## src/rtl/avg2x2_alu_seq_if.sv

```systemverilog
// ALU micro-op bus between the 2x2 averaging sequencer and the shared ALU.
// The master drives the operation and operands; the slave returns the
// registered ALU result one cycle later.
interface avg2x2_alu_seq_if #(
   parameter int DATA_W = 19
);
   logic [3:0]        alu_op;
   logic [DATA_W-1:0] alu_a;
   logic [DATA_W-1:0] alu_b;
   logic [DATA_W-1:0] alu_result;

   modport master (
      output alu_op,
      output alu_a,
      output alu_b,
      input  alu_result
   );

   modport slave (
      input  alu_op,
      input  alu_a,
      input  alu_b,
      output alu_result
   );
endinterface

```

## src/rtl/avg2x2_alu_seq.sv

```systemverilog
// avg2x2_alu_seq: sequences the shared ALU to produce the mean of a 2x2 pixel
// window, (p0+p1+p2+p3)>>2, by chaining the registered ALU result back in as
// operand A.
// Build option: define AVG_ROUND_EN to insert an ADDI +2 step before the
// shift, giving round-half-up instead of truncation (one extra cycle).
`ifndef ADDR
`define ADDR 4'h1
`endif
`ifndef ADDI
`define ADDI 4'h2
`endif
`ifndef SHR
`define SHR 4'h7
`endif

module avg2x2_alu_seq #(
   parameter int         PIX_W  = 8,
   parameter int         DATA_W = 19,
   parameter logic [3:0] NOP_OP = 4'hF
) (
   input  logic                     clk,
   input  logic                     RST,
   input  logic                     i_start,
   input  logic [PIX_W-1:0]         i_p0,
   input  logic [PIX_W-1:0]         i_p1,
   input  logic [PIX_W-1:0]         i_p2,
   input  logic [PIX_W-1:0]         i_p3,
   avg2x2_alu_seq_if.master         alu,
   output logic                     o_busy,
   output logic                     o_done,
   output logic [PIX_W-1:0]         o_avg_out
);

   typedef enum logic [2:0] {
      S_IDLE,
      S_ADD01,
      S_ADD2,
      S_ADD3,
`ifdef AVG_ROUND_EN
      S_RND,
`endif
      S_SHR,
      S_WB
   } state_t;

   localparam logic [DATA_W-1:0] SHIFT_TWO = DATA_W'(2);

   state_t             r_state;
   state_t             w_state_nxt;
   logic [PIX_W-1:0]   r_p0;
   logic [PIX_W-1:0]   r_p1;
   logic [PIX_W-1:0]   r_p2;
   logic [PIX_W-1:0]   r_p3;
   logic               r_busy;
   logic               r_done;
   logic [PIX_W-1:0]   r_avg;
   logic [3:0]         w_op;
   logic [DATA_W-1:0]  w_a;
   logic [DATA_W-1:0]  w_b;

   // Pixels enter the ALU zero-extended; the sum of four never exceeds DATA_W.
   function automatic logic [DATA_W-1:0] zext(input logic [PIX_W-1:0] pix);
      return {{(DATA_W-PIX_W){1'b0}}, pix};
   endfunction

   // State register.
   always_ff @(posedge clk) begin
      if (RST) begin
         r_state <= S_IDLE;
      end else begin
         r_state <= w_state_nxt;
      end
   end

   // Next-state and ALU micro-op selection; each non-idle state issues one op.
   always_comb begin
      w_state_nxt = r_state;
      w_op        = NOP_OP;
      w_a         = '0;
      w_b         = '0;
      case (r_state)
         S_IDLE: begin
            if (i_start) begin
               w_state_nxt = S_ADD01;
            end
         end
         S_ADD01: begin
            w_op        = `ADDR;
            w_a         = zext(r_p0);
            w_b         = zext(r_p1);
            w_state_nxt = S_ADD2;
         end
         S_ADD2: begin
            w_op        = `ADDR;
            w_a         = alu.alu_result;
            w_b         = zext(r_p2);
            w_state_nxt = S_ADD3;
         end
         S_ADD3: begin
            w_op        = `ADDR;
            w_a         = alu.alu_result;
            w_b         = zext(r_p3);
`ifdef AVG_ROUND_EN
            w_state_nxt = S_RND;
`else
            w_state_nxt = S_SHR;
`endif
         end
`ifdef AVG_ROUND_EN
         S_RND: begin
            w_op        = `ADDI;
            w_a         = alu.alu_result;
            w_b         = SHIFT_TWO;
            w_state_nxt = S_SHR;
         end
`endif
         S_SHR: begin
            w_op        = `SHR;
            w_a         = alu.alu_result;
            w_b         = SHIFT_TWO;
            w_state_nxt = S_WB;
         end
         S_WB: begin
            w_state_nxt = S_IDLE;
         end
         default: begin
            w_state_nxt = S_IDLE;
         end
      endcase
   end

   assign alu.alu_op = w_op;
   assign alu.alu_a  = w_a;
   assign alu.alu_b  = w_b;

   // Window capture, status flags and result writeback.
   always_ff @(posedge clk) begin
      if (RST) begin
         r_p0   <= '0;
         r_p1   <= '0;
         r_p2   <= '0;
         r_p3   <= '0;
         r_busy <= 1'b0;
         r_done <= 1'b0;
         r_avg  <= '0;
      end else begin
         if (r_state == S_IDLE && i_start) begin
            r_p0 <= i_p0;
            r_p1 <= i_p1;
            r_p2 <= i_p2;
            r_p3 <= i_p3;
         end
         r_busy <= (w_state_nxt != S_IDLE);
         r_done <= (r_state == S_WB);
         if (r_state == S_WB) begin
            // The shifted mean is at most 2^PIX_W-1, so truncation is lossless.
            r_avg <= alu.alu_result[PIX_W-1:0];
         end
      end
   end

   assign o_busy    = r_busy;
   assign o_done    = r_done;
   assign o_avg_out = r_avg;

endmodule

```

## src/flat_wrapper.sv

```systemverilog
// flat-port wrapper written by rule: the top's interface ports become plain ports
module avg2x2_alu_seq_flat 
#(
   parameter int         PIX_W  = 8,
   parameter int         DATA_W = 19,
   parameter logic [3:0] NOP_OP = 4'hF
)
  (clk, RST, i_start, i_p0, i_p1, i_p2, i_p3, o_busy, o_done, o_avg_out, alu_alu_op, alu_alu_a, alu_alu_b, alu_alu_result);
  avg2x2_alu_seq_if #(.DATA_W(DATA_W)) alu_i ();
  input  logic clk;
  input  logic RST;
  input  logic i_start;
  input  logic [PIX_W-1:0] i_p0;
  input  logic [PIX_W-1:0] i_p1;
  input  logic [PIX_W-1:0] i_p2;
  input  logic [PIX_W-1:0] i_p3;
  output logic o_busy;
  output logic o_done;
  output logic [PIX_W-1:0] o_avg_out;
  output wire logic [$bits(alu_i.alu_op)-1:0] alu_alu_op;
  output wire logic [$bits(alu_i.alu_a)-1:0] alu_alu_a;
  output wire logic [$bits(alu_i.alu_b)-1:0] alu_alu_b;
  input wire logic [$bits(alu_i.alu_result)-1:0] alu_alu_result;
  assign alu_alu_op = alu_i.alu_op;
  assign alu_alu_a = alu_i.alu_a;
  assign alu_alu_b = alu_i.alu_b;
  assign alu_i.alu_result = alu_alu_result;
  avg2x2_alu_seq #(.PIX_W(PIX_W), .DATA_W(DATA_W), .NOP_OP(NOP_OP)) u_core (.clk(clk), .RST(RST), .i_start(i_start), .i_p0(i_p0), .i_p1(i_p1), .i_p2(i_p2), .i_p3(i_p3), .alu(alu_i), .o_busy(o_busy), .o_done(o_done), .o_avg_out(o_avg_out));
endmodule
```

## config.mk

```make
export PLATFORM = sky130hd
export DESIGN_NAME = avg2x2_alu_seq_flat
export DESIGN_NICKNAME = d
export VERILOG_FILES = /design/src/rtl/avg2x2_alu_seq_if.sv /design/src/rtl/avg2x2_alu_seq.sv /design/src/flat_wrapper.sv
export SDC_FILE = /design/constraint.sdc
export NUM_CORES = 1
export LEC_CHECK = 0
export ABC_AREA = 0
export CORE_ASPECT_RATIO = 0.6
export CORE_MARGIN = 1.5
export CORE_UTILIZATION = 35
export DETAILED_ROUTE_END_ITERATION = 10
export PLACE_DENSITY = 0.66
export SLEW_MARGIN = 20
export SYNTH_ARGS = -nofsm -noshare
export SYNTH_HDL_FRONTEND = slang
export SYNTH_SLANG_ARGS = --single-unit
export TNS_END_PERCENT = 20
```

## constraint.sdc

```tcl
create_clock -name clk -period 2 [get_ports clk]
set_clock_uncertainty 0.15 [all_clocks]
set_input_delay 0.4 -clock clk [delete_from_list [all_inputs] [get_ports clk]]
set_output_delay 0.4 -clock clk [all_outputs]
set_load 0.005 [all_outputs]
```

Word-level counts from Yosys, hierarchy flattened:

Index checks and enable logic that the tools add are counted.

* register bits: 45
* input port bits: 54

* equality and inequality tests: 5
* mux-type cells: 5
* reductions and logical operators: 5

Operators by type and width (number)
* one-hot mux 19 bit (2 select lines): 1
* one-hot mux 8 bit (4 select lines): 1
* one-hot mux 3 bit (5 select lines): 1
* one-hot mux 4 bit (2 select lines): 1
* equality test 3 x 2 -> 1 bit, second input constant: 2
* equality test 3 bit, second input constant: 2
* OR reduction 3 bit: 2
* equality test 3 x 1 -> 1 bit, second input constant: 1
* logical NOT 3 bit: 1
* two-way mux 3 bit: 1
* nonzero test 3 bit: 1
* logical AND 1 bit: 1

Longest topological paths before layout:

Gate-level depths: netlist of the first run.

* word-level depth: 3
* gate-level depth with buffers: 5

Worst setup path after synthesis of the first run:

Ideal clock, no wire load.

* kind: reg-to-output
* from: register u_core.r_state[2]
* to: output alu_alu_op[2]
* arrival time: 1.126 ns
* stages on the path, launching flop included: 6
* path slack: 0.324 ns
* data required time: 1.450 ns
* buffers on the path: 4
* cells stage by stage: dfxtp_1 > buf_4 > buf_4 > buf_4 > o21bai_1 > buf_4

* word-level cells in the longest chain between the ends: 3
* elaborated cells on any way between the ends: 6

Ends and longest elaborated chain
* start, declared: line avg2x2_alu_seq.sv:48 `state_t r_state;`
* start signal, assigned: line avg2x2_alu_seq.sv:71 `r_state <= w_state_nxt;`
* equality test 3 x 1 -> 1 bit / equality test 3 x 2 -> 1 bit (equally long branches): line avg2x2_alu_seq.sv:81 `case (r_state)`
* OR reduction 3 bit (no line)
* one-hot mux 4 bit (2 select lines) (*): line avg2x2_alu_seq.sv:81
* end, declared: line flat_wrapper.sv:20 `output wire logic [$bits(alu_i.alu_op)-1:0] alu_alu_op;`

Mark *: on every way between the ends. The rest lies on a longest branch, timed or not.

Worst setup path in the final report of the first run:

* from: register u_core.r_state[0]
* to: output alu_alu_a[15]

* word-level cells in the longest chain between the ends: 3
* elaborated cells on any way between the ends: 6

Ends and longest elaborated chain
* equality test 3 x 2 -> 1 bit / equality test 3 bit (equally long branches): line avg2x2_alu_seq.sv:81
* OR reduction 3 bit (no line)
* one-hot mux 19 bit (2 select lines) (*): line avg2x2_alu_seq.sv:81
* end, declared: line flat_wrapper.sv:21 `output wire logic [$bits(alu_i.alu_a)-1:0] alu_alu_a;`

Marked as above.

==> flow_metrics.py, run 1 <==
metrics = {
    "routing": {
        "wl_met3_um": 453,
        "vias_per_cell": 4.614,
        "drt-pass1-iter-count": 4,
        "routed-wl-met2_um": 3293,
        "post_drt_wl_per_cell_um": 15.15,
        "route.vias.total": 2270,
        "wl_met1_um": 3687,
        "wl_um": 7456,
        "drcViolationCount": 0,
        "antenna_left": 0,
        "top_layer_used": "met4",
        "drtIter0Drc": 106,
    },
    "power": {
        "worst_ir_drop_vdd_mv": 0.5413,
        "swShare_pct": 27.71,
        "switchingPower_mw": 0.7382,
        "power_mw": 2.664,
        "combPwrFrac_pct": 32.4,
        "p_per_area_nw_per_um2": 634.4,
        "p_int_mw": 1.926,
        "seqPwrFrac_pct": 38.0,
        "clock_power_share_pct": 29.6,
        "static-leakage-power_nw": 1.639,
    },
    "min_path": {
        "hold-path-cell-count": 3,
        "worstHoldStart": "alu_alu_result[3]",
        "hold_class": "primary input to flop",
    },
    "worst_setup_path": {
        "r2r_cells": 6,
        "worstPathArrival_ns": 1.51,
        "cp-start-kind": "flop",
        "required_ns": 1.45,
        "endpoint_kind": "primary output",
        "reg2reg_slack_ns": 0.14,
        "critPathKind": "flop to primary output",
        "cp_max_fo": 6,
        "r2r_end": "u_core.r_p0[3]$_SDFFE_PP0P_",
        "r2r-start": "u_core.r_state[0]$_SDFF_PP0_",
        "crit_end": "alu_alu_a[15]",
        "crit_start": "u_core.r_state[0]$_SDFF_PP0_",
    },
    "finish": {
        "multi_input_area_um2": 1775,
        "stdcell_area_um2": 4199,
        "nNetsFinal": 441,
        "final_cells": 492,
        "diodes": 0,
        "regArea_um2": 912.1,
        "areaGrowthSynthToFinish_pct": 54.09,
        "nFillCells": 663,
        "drive_gt1_share_pct": 28.87,
    },
    "clocking": {
        "clk-insertion-delay-late_ns": 0.28,
        "postCtsHoldBufs": 0,
        "cts_tree": "yes",
        "htreeDepth": 2,
        "path_clk_slew_ns": 0.06,
        "cts_root_buf": "clkbuf_16",
        "clock_sinks": 45,
        "cts_buffers": 5,
        "clockBufferDepth": 2,
    },
    "synthesis": {
        "synthCells": 277,
        "synth.distinct_cells": 35,
        "netlist_top_cells_area": "dfxtp_1 (33%), nand2b_1 (19%), mux2i_1 (18%), buf_4 (4.7%), a21boi_2 (3.3%)",
        "synth.avg_cell_area_um2": 9.838,
        "synth_area_um2": 2725,
        "netlist.area_leader.share_pct": 33.06,
        "yosysSeqAreaShare_pct": 33.06,
        "synth_top_area_cell": "dfxtp_1",
        "ys_ff_latch": 45,
        "ys_warn_count": 0,
    },
    "global_route": {
        "antenna_found_initial": 0,
        "grt_pass1_wl_um": 11410,
        "grt_max_degree": 36,
        "track_usage_pct": 17.60,
        "grt.overflow.total": 0,
        "grt_pass1_vias": 2249,
    },
    "floorplan": {
        "initial_core_util_pct": 36.89,
        "die_w_um": 116.9,
        "die_y_um": 71.35,
        "core_um2": 7387,
        "die_area_um2": 8342,
        "num_io_pins": 106,
        "fp-row-count": 24,
    },
    "timing": {
        "hold_viol_final": 0,
        "finalCriticalPeriod_ns": 2.056,
        "clock.fmax_mhz": 486.4,
        "rsz0062_at_grt": "yes",
        "finalSetupViolCount": 15,
        "min_period_over_period_pct": 102.8,
        "setup_ws_ns": -0.05596,
        "maxSlewViolCount": 0,
    },
    "placement": {
        "portBuffers": 93,
        "placed_area_um2": 3809,
        "dp_cells": 476,
        "dp_hpwl_um": 5371,
        "gp_congestion": 0.7592,
    },
    "flow_run": {
        "maxCapViolations": 0,
    },
    "run_status": {
        "status": "complete, but fails checks",
        "violations": "negative setup slack",
    },
}
-- cells by family (layout without fill, tap and decap cells) --
logic type                count (synthesis)  count (layout)  synth area share (%)
and+or+nand+nor                         105             105                 26.86
muxes                                    48              48                 17.63
DFF                                      45              45                 33.06
buffers and inverters                    45             146                 10.97
AOI/OAI and AO/OA                        31              31                 10.88
other                                     2              12                0.2756
xor gates and xnor gates                  1               1                0.3215
-- worst min-delay path by stage --
stage	end	slack, ns
4_1_cts	u_core.r_p2[3]$_SDFFE_PP0P_	0.33
5_1_grt	u_core.o_avg_out[3]$_SDFFE_PP0P_	0.31
3_3_place_gp	u_core.r_p3[1]$_SDFFE_PP0P_	0.31
6_report	u_core.o_avg_out[3]$_SDFFE_PP0P_	0.31
3_5_place_dp	u_core.r_p2[3]$_SDFFE_PP0P_	0.31
2_1_floorplan	u_core.r_p1[0]$_SDFFE_PP0P_	0.30
-- per-stage QoR --
step	setup TNS (ns)	hold WS (ns)	setup slack, ns	utilization (%)
2_1_floorplan	0	0.2980	0.3243	-
3_3_place_gp	-5.649	0.3081	-0.2977	51.56
3_5_place_dp	-6.149	0.3119	-0.3680	51.56
4_1_cts	-0.7636	0.3277	-0.08830	55.06
5_1_grt	-1.990	0.3139	-0.1209	56.84
6_report	-0.5527	0.3085	-0.05596	56.84
-- layout make-up --
type | instances | share of cell area (%)
Clock buffer | 7 | 3.159
Tap cell | 104 | 3.099
Multi-Input combinational cell | 197 | 42.28
Sequential cell | 45 | 21.72
Timing Repair Buffer | 131 | 28.93
Clock inverter | 1 | 0.1788
Inverter | 7 | 0.6257
-- power groups by stage --
stage / Clock (mW) / Combinational [mW] / Sequential [mW]
2_1_floorplan: 0 / 0.437 / 1.02
3_3_place_gp: 0 / 0.757 / 1.03
3_5_place_dp: 0 / 0.769 / 1.03
4_1_cts: 0.819 / 0.812 / 1.01
5_1_grt: 0.859 / 0.923 / 1.02
6_report: 0.788 / 0.862 / 1.01
-- worst max-delay path, stage by stage, from the launching register on --
cell and delay [ns]:
dfxtp_4 0.36, or3b_4 0.46, buf_12 0.16, a21boi_2 0.12
buf_2 0.12
-- cell usage in the layout, fill, tap and decap left out, types with 3 or more instances in the layout --
| cell type | count |
|---|---|
| nand2b_1 | 80 |
| clkdlybuf4s50_1 | 61 |
| mux2i_1 | 47 |
| dfxtp_1 | 42 |
| buf_2 | 28 |
| buf_4 | 21 |
| conb_1 | 12 |
| a21boi_2 | 10 |
| a221o_1 | 8 |
| nor4bb_4 | 7 |
| inv_1 | 7 |
| o32ai_2 | 7 |
| buf_6 | 7 |
| buf_12 | 6 |
| clkbuf_16 | 5 |
| nor3_1 | 3 |
| buf_8 | 3 |
| dfxtp_4 | 3 |
-- synthesized netlist by cell type (all sizes together) --
cell type	number
nor3b	1
a21boi	11
clkbuf	10
buf	28
nor4	1
mux2i	48
o32ai	7
nor4bb	8
nor3	4
or2b	1
o21a	1
or3b	1
nor2b	2
nand4bb	1
xnor2	1
or2	1
o21bai	1
a21oi	1
dfxtp	45
conb	2
a2111oi	1
o211ai	1
and3b	1
nor4b	1
nand2b	82
inv	7
a221o	8
nand3b	1
-- sequential cells by signal, summed over array words and instances, names as in the netlist --
name	count
u_core.o_avg_out	8
u_core.r_p0	8
u_core.r_p1	8
u_core.r_p2	8
u_core.r_p3	8
u_core.r_state	3
u_core.o_busy	1
u_core.o_done	1
-- what timing repair did --
action                                 CTS  global route
gates resized for setup                157            22
cloned                                   1             0
pin swaps                               18             4
setup endpoints to repair               30            28
endpoints found under the hold margin    0             0
setup buffers                            4             3
-- metal layers --
layer  global-route usage [%]  up-vias
met3                    4.230        4
met5                        0        -
li1                         -     1146
met2                    28.27       64
met1                    24.54     1056
met4                    2.945        0
No activity file was read; power rests on OpenSTA's default activity.
==> run 2, diff against run 1 <==
--- a/config.mk
+++ b/config.mk
@@ -5,12 +5,12 @@
 export SDC_FILE = /design/constraint.sdc
 export NUM_CORES = 1
 export LEC_CHECK = 0
-export ABC_AREA = 0
+export ABC_AREA = 1
 export CORE_ASPECT_RATIO = 0.6
 export CORE_MARGIN = 1.5
 export CORE_UTILIZATION = 35
 export DETAILED_ROUTE_END_ITERATION = 10
-export PLACE_DENSITY = 0.66
+export PLACE_DENSITY = 0.72
 export SLEW_MARGIN = 20
 export SYNTH_ARGS = -nofsm -noshare
 export SYNTH_HDL_FRONTEND = slang
==> flow_metrics.py, run 2 <==
metrics = {
    "run_status": {
        "status": "complete, but fails checks",
        "violations": "negative setup slack",
    },
    "power": {
        "p_per_area_nw_per_um2": 700.0,
        "static-leakage-power_nw": 1.577,
        "worst_ir_drop_vdd_mv": 0.3136,
        "power_mw": 2.421,
    },
    "floorplan": {
        "num_io_pins": 106,
        "fp-row-count": 21,
        "die_y_um": 63.07,
        "core_um2": 5675,
        "initial_core_util_pct": 37.08,
        "die_area_um2": 6502,
        "die_w_um": 103.1,
    },
    "placement": {
        "dp_hpwl_um": 4548,
        "place_ws_ns": -0.1761,
        "portBuffers": 93,
        "gp_congestion": 0.8013,
        "placed_area_um2": 3187,
    },
    "timing": {
        "clock.fmax_mhz": 489.3,
        "hold_viol_final": 0,
        "finalCriticalPeriod_ns": 2.044,
        "finalSetupViolCount": 2,
        "rsz0062_at_grt": "yes",
        "hold-worst-slack_ns": 0.3109,
        "maxSlewViolCount": 0,
        "setup_ws_ns": -0.04386,
        "min_period_over_period_pct": 102.2,
    },
    "worst_setup_path": {
        "cp_max_fo": 4,
        "worstPathArrival_ns": 1.49,
        "worstPathCellList": "inv_4 -> buf_6 -> nand3_4 -> clkinvlp_4 -> buf_6 -> buf_6 -> nor2_2 -> buf_2",
        "slowest_stage": "dfxtp_2",
        "endpoint_kind": "primary output",
        "cpPeakStageDelay_ns": 0.37,
        "cp_common_cell": "buf_6",
        "cp-start-kind": "flop",
        "required_ns": 1.45,
        "critPathKind": "flop to primary output",
    },
    "finish": {
        "areaGrowthSynthToFinish_pct": 64.33,
        "stdcell_area_um2": 3458,
        "diodes": 0,
        "nNetsFinal": 481,
        "layout_commonest_cell": "nand2_1",
        "drive_gt1_share_pct": 25.00,
        "final_cell_mix": "nand2_1 (80), clkdlybuf4s50_1 (63), dfxtp_1 (42), nand3_1 (40), a21oi_1 (35)",
    },
    "clocking": {
        "cts_tree": "yes",
        "clockBufferDepth": 2,
        "cts_root_buf": "clkbuf_8",
        "postCtsHoldBufs": 0,
        "path_clk_slew_ns": 0.09,
        "clk-insertion-delay-late_ns": 0.30,
        "cts_buffers": 5,
        "clock_sinks": 45,
        "htreeDepth": 2,
    },
    "synthesis": {
        "ys_warn_count": 0,
        "synthCells": 309,
        "synth_top_area_cell": "dfxtp_1",
        "synth_ff_type": "dfxtp_1",
        "synth_edf_count": 0,
        "yosysSeqAreaShare_pct": 42.81,
        "synth_common_cells": "nand2_1 (87), dfxtp_1 (45), nand3_1 (45)",
        "synth.distinct_cells": 17,
        "ys_ff_latch": 45,
        "yosysMostFrequentCell": "nand2_1",
        "async_flop_share_pct": 0,
        "netlist_top_cells_area": "dfxtp_1 (43%), nand2_1 (16%), nand3_1 (11%), a21oi_1 (8.3%), buf_4 (4.6%)",
        "netlist.area_leader.share_pct": 42.81,
        "synth_area_um2": 2105,
        "synth.avg_cell_area_um2": 6.811,
    },
    "global_route": {
        "grt_max_degree": 37,
        "track_usage_pct": 21.60,
        "grt_pass1_vias": 2210,
        "antenna_found_initial": 0,
        "grt.overflow.total": 0,
        "grt_pass1_wl_um": 10890,
    },
    "routing": {
        "drt-pass1-iter-count": 4,
        "post_drt_wl_per_cell_um": 13.65,
        "route.vias.total": 2411,
        "antenna_left": 0,
        "wl_um": 6936,
        "drcViolationCount": 0,
        "drtIter0Drc": 137,
        "vias_per_cell": 4.746,
    },
    "flow_run": {
        "maxCapViolations": 0,
    },
    "min_path": {
        "hold_class": "flop to flop",
    },
}
run 2: cell types whose count changed after synthesis, moves of 10 or more:
cell,previous run,this run
nand3_1,0,45
nand2_1,0,87
nor2_1,0,19
inv_1,7,20
mux2i_1,48,0
buf_2,2,14
nand4_1,0,10
a21oi_1,1,35
nand2b_1,81,0
run 2: per-stage QoR:
| step | cells | utilization (%) | TNS (ns) |
|---|---|---|---|
| finish | 508 | 60.93 | -0.06279 |
| CTS | 505 | 61.77 | -1.588 |
| global route | 508 | 60.93 | -0.7814 |
| floorplan | 319 | - | 0 |
| detailed placement | 481 | 56.15 | -3.747 |
| global placement | 481 | 56.15 | -2.587 |
run 2: worst max-delay path, delay by kind of cell, from the launching register on:
| kind | cells | cell delay (ns) |
|---|---|---|
| buf+inv | 6 | 0.65 |
| flops | 1 | 0.37 |
| simple gates | 2 | 0.17 |
run 2: power by group:
group	internal (mW)	switching, mW
Clock	0.313	0.318
Combinational	0.405	0.374
Sequential	0.963	0.0486
run 2: kinds of logic (layout without fill, tap and decap cells):
| group | after synthesis | after routing | share of synthesized area, % |
|---|---|---|---|
| AO/OA/AOI/OAI | 45 | 45 | 10.70 |
| buffers and inverters | 55 | 164 | 13.02 |
| flip-flops | 45 | 45 | 42.81 |
| other | 2 | 12 | 0.3569 |
| AND/OR/NAND/NOR | 162 | 162 | 33.12 |
run 2: cell type report:
| type | instances | area (um^2) |
|---|---|---|
| clock buffers | 7 | 96.34 |
| clock inverters | 1 | 5.005 |
| fillers | 542 | 2217 |
| inverters | 22 | 97.59 |
| multi-input cells | 219 | 1051 |
| flip-flops and latches | 45 | 909.6 |
| well taps | 80 | 100.1 |
| repair buffers | 133 | 1191 |
| repair inverters | 1 | 7.507 |
run 2: layer usage:
metal  GRT usage (%)  part of all wire (%)  vias up
met5               0                     0        -
li1                -                     -     1216
met1           31.02                    48     1113
met3           5.216                   5.9        2
met2           32.81                    46       80
met4           4.561                  0.19        0
run 2: worst paths after layout:
kind                                startpoint                           to  slack (ns)  cells after the start
setup / recovery  u_core.r_state[2]$_SDFF_PP0_                alu_alu_op[3]       -0.04                      8
setup reg to reg  u_core.r_state[0]$_SDFF_PP0_  u_core.r_p2[6]$_SDFFE_PP0P_        0.28                      6
hold / removal     u_core.r_p0[4]$_SDFFE_PP0P_  u_core.r_p0[4]$_SDFFE_PP0P_        0.31                      2
hold reg to reg    u_core.r_p0[4]$_SDFFE_PP0P_  u_core.r_p0[4]$_SDFFE_PP0P_        0.31                      2
run 2: repair_timing:
| item | 4_1_cts | 5_1_grt |
|---|---|---|
| hold endpoints to repair | 0 | 0 |
| pin swaps | 3 | 5 |
| gates resized for setup | 92 | 58 |
| setup buffers | 13 | 5 |
| cloned | 3 | 0 |
| endpoints found under the setup margin | 30 | 30 |
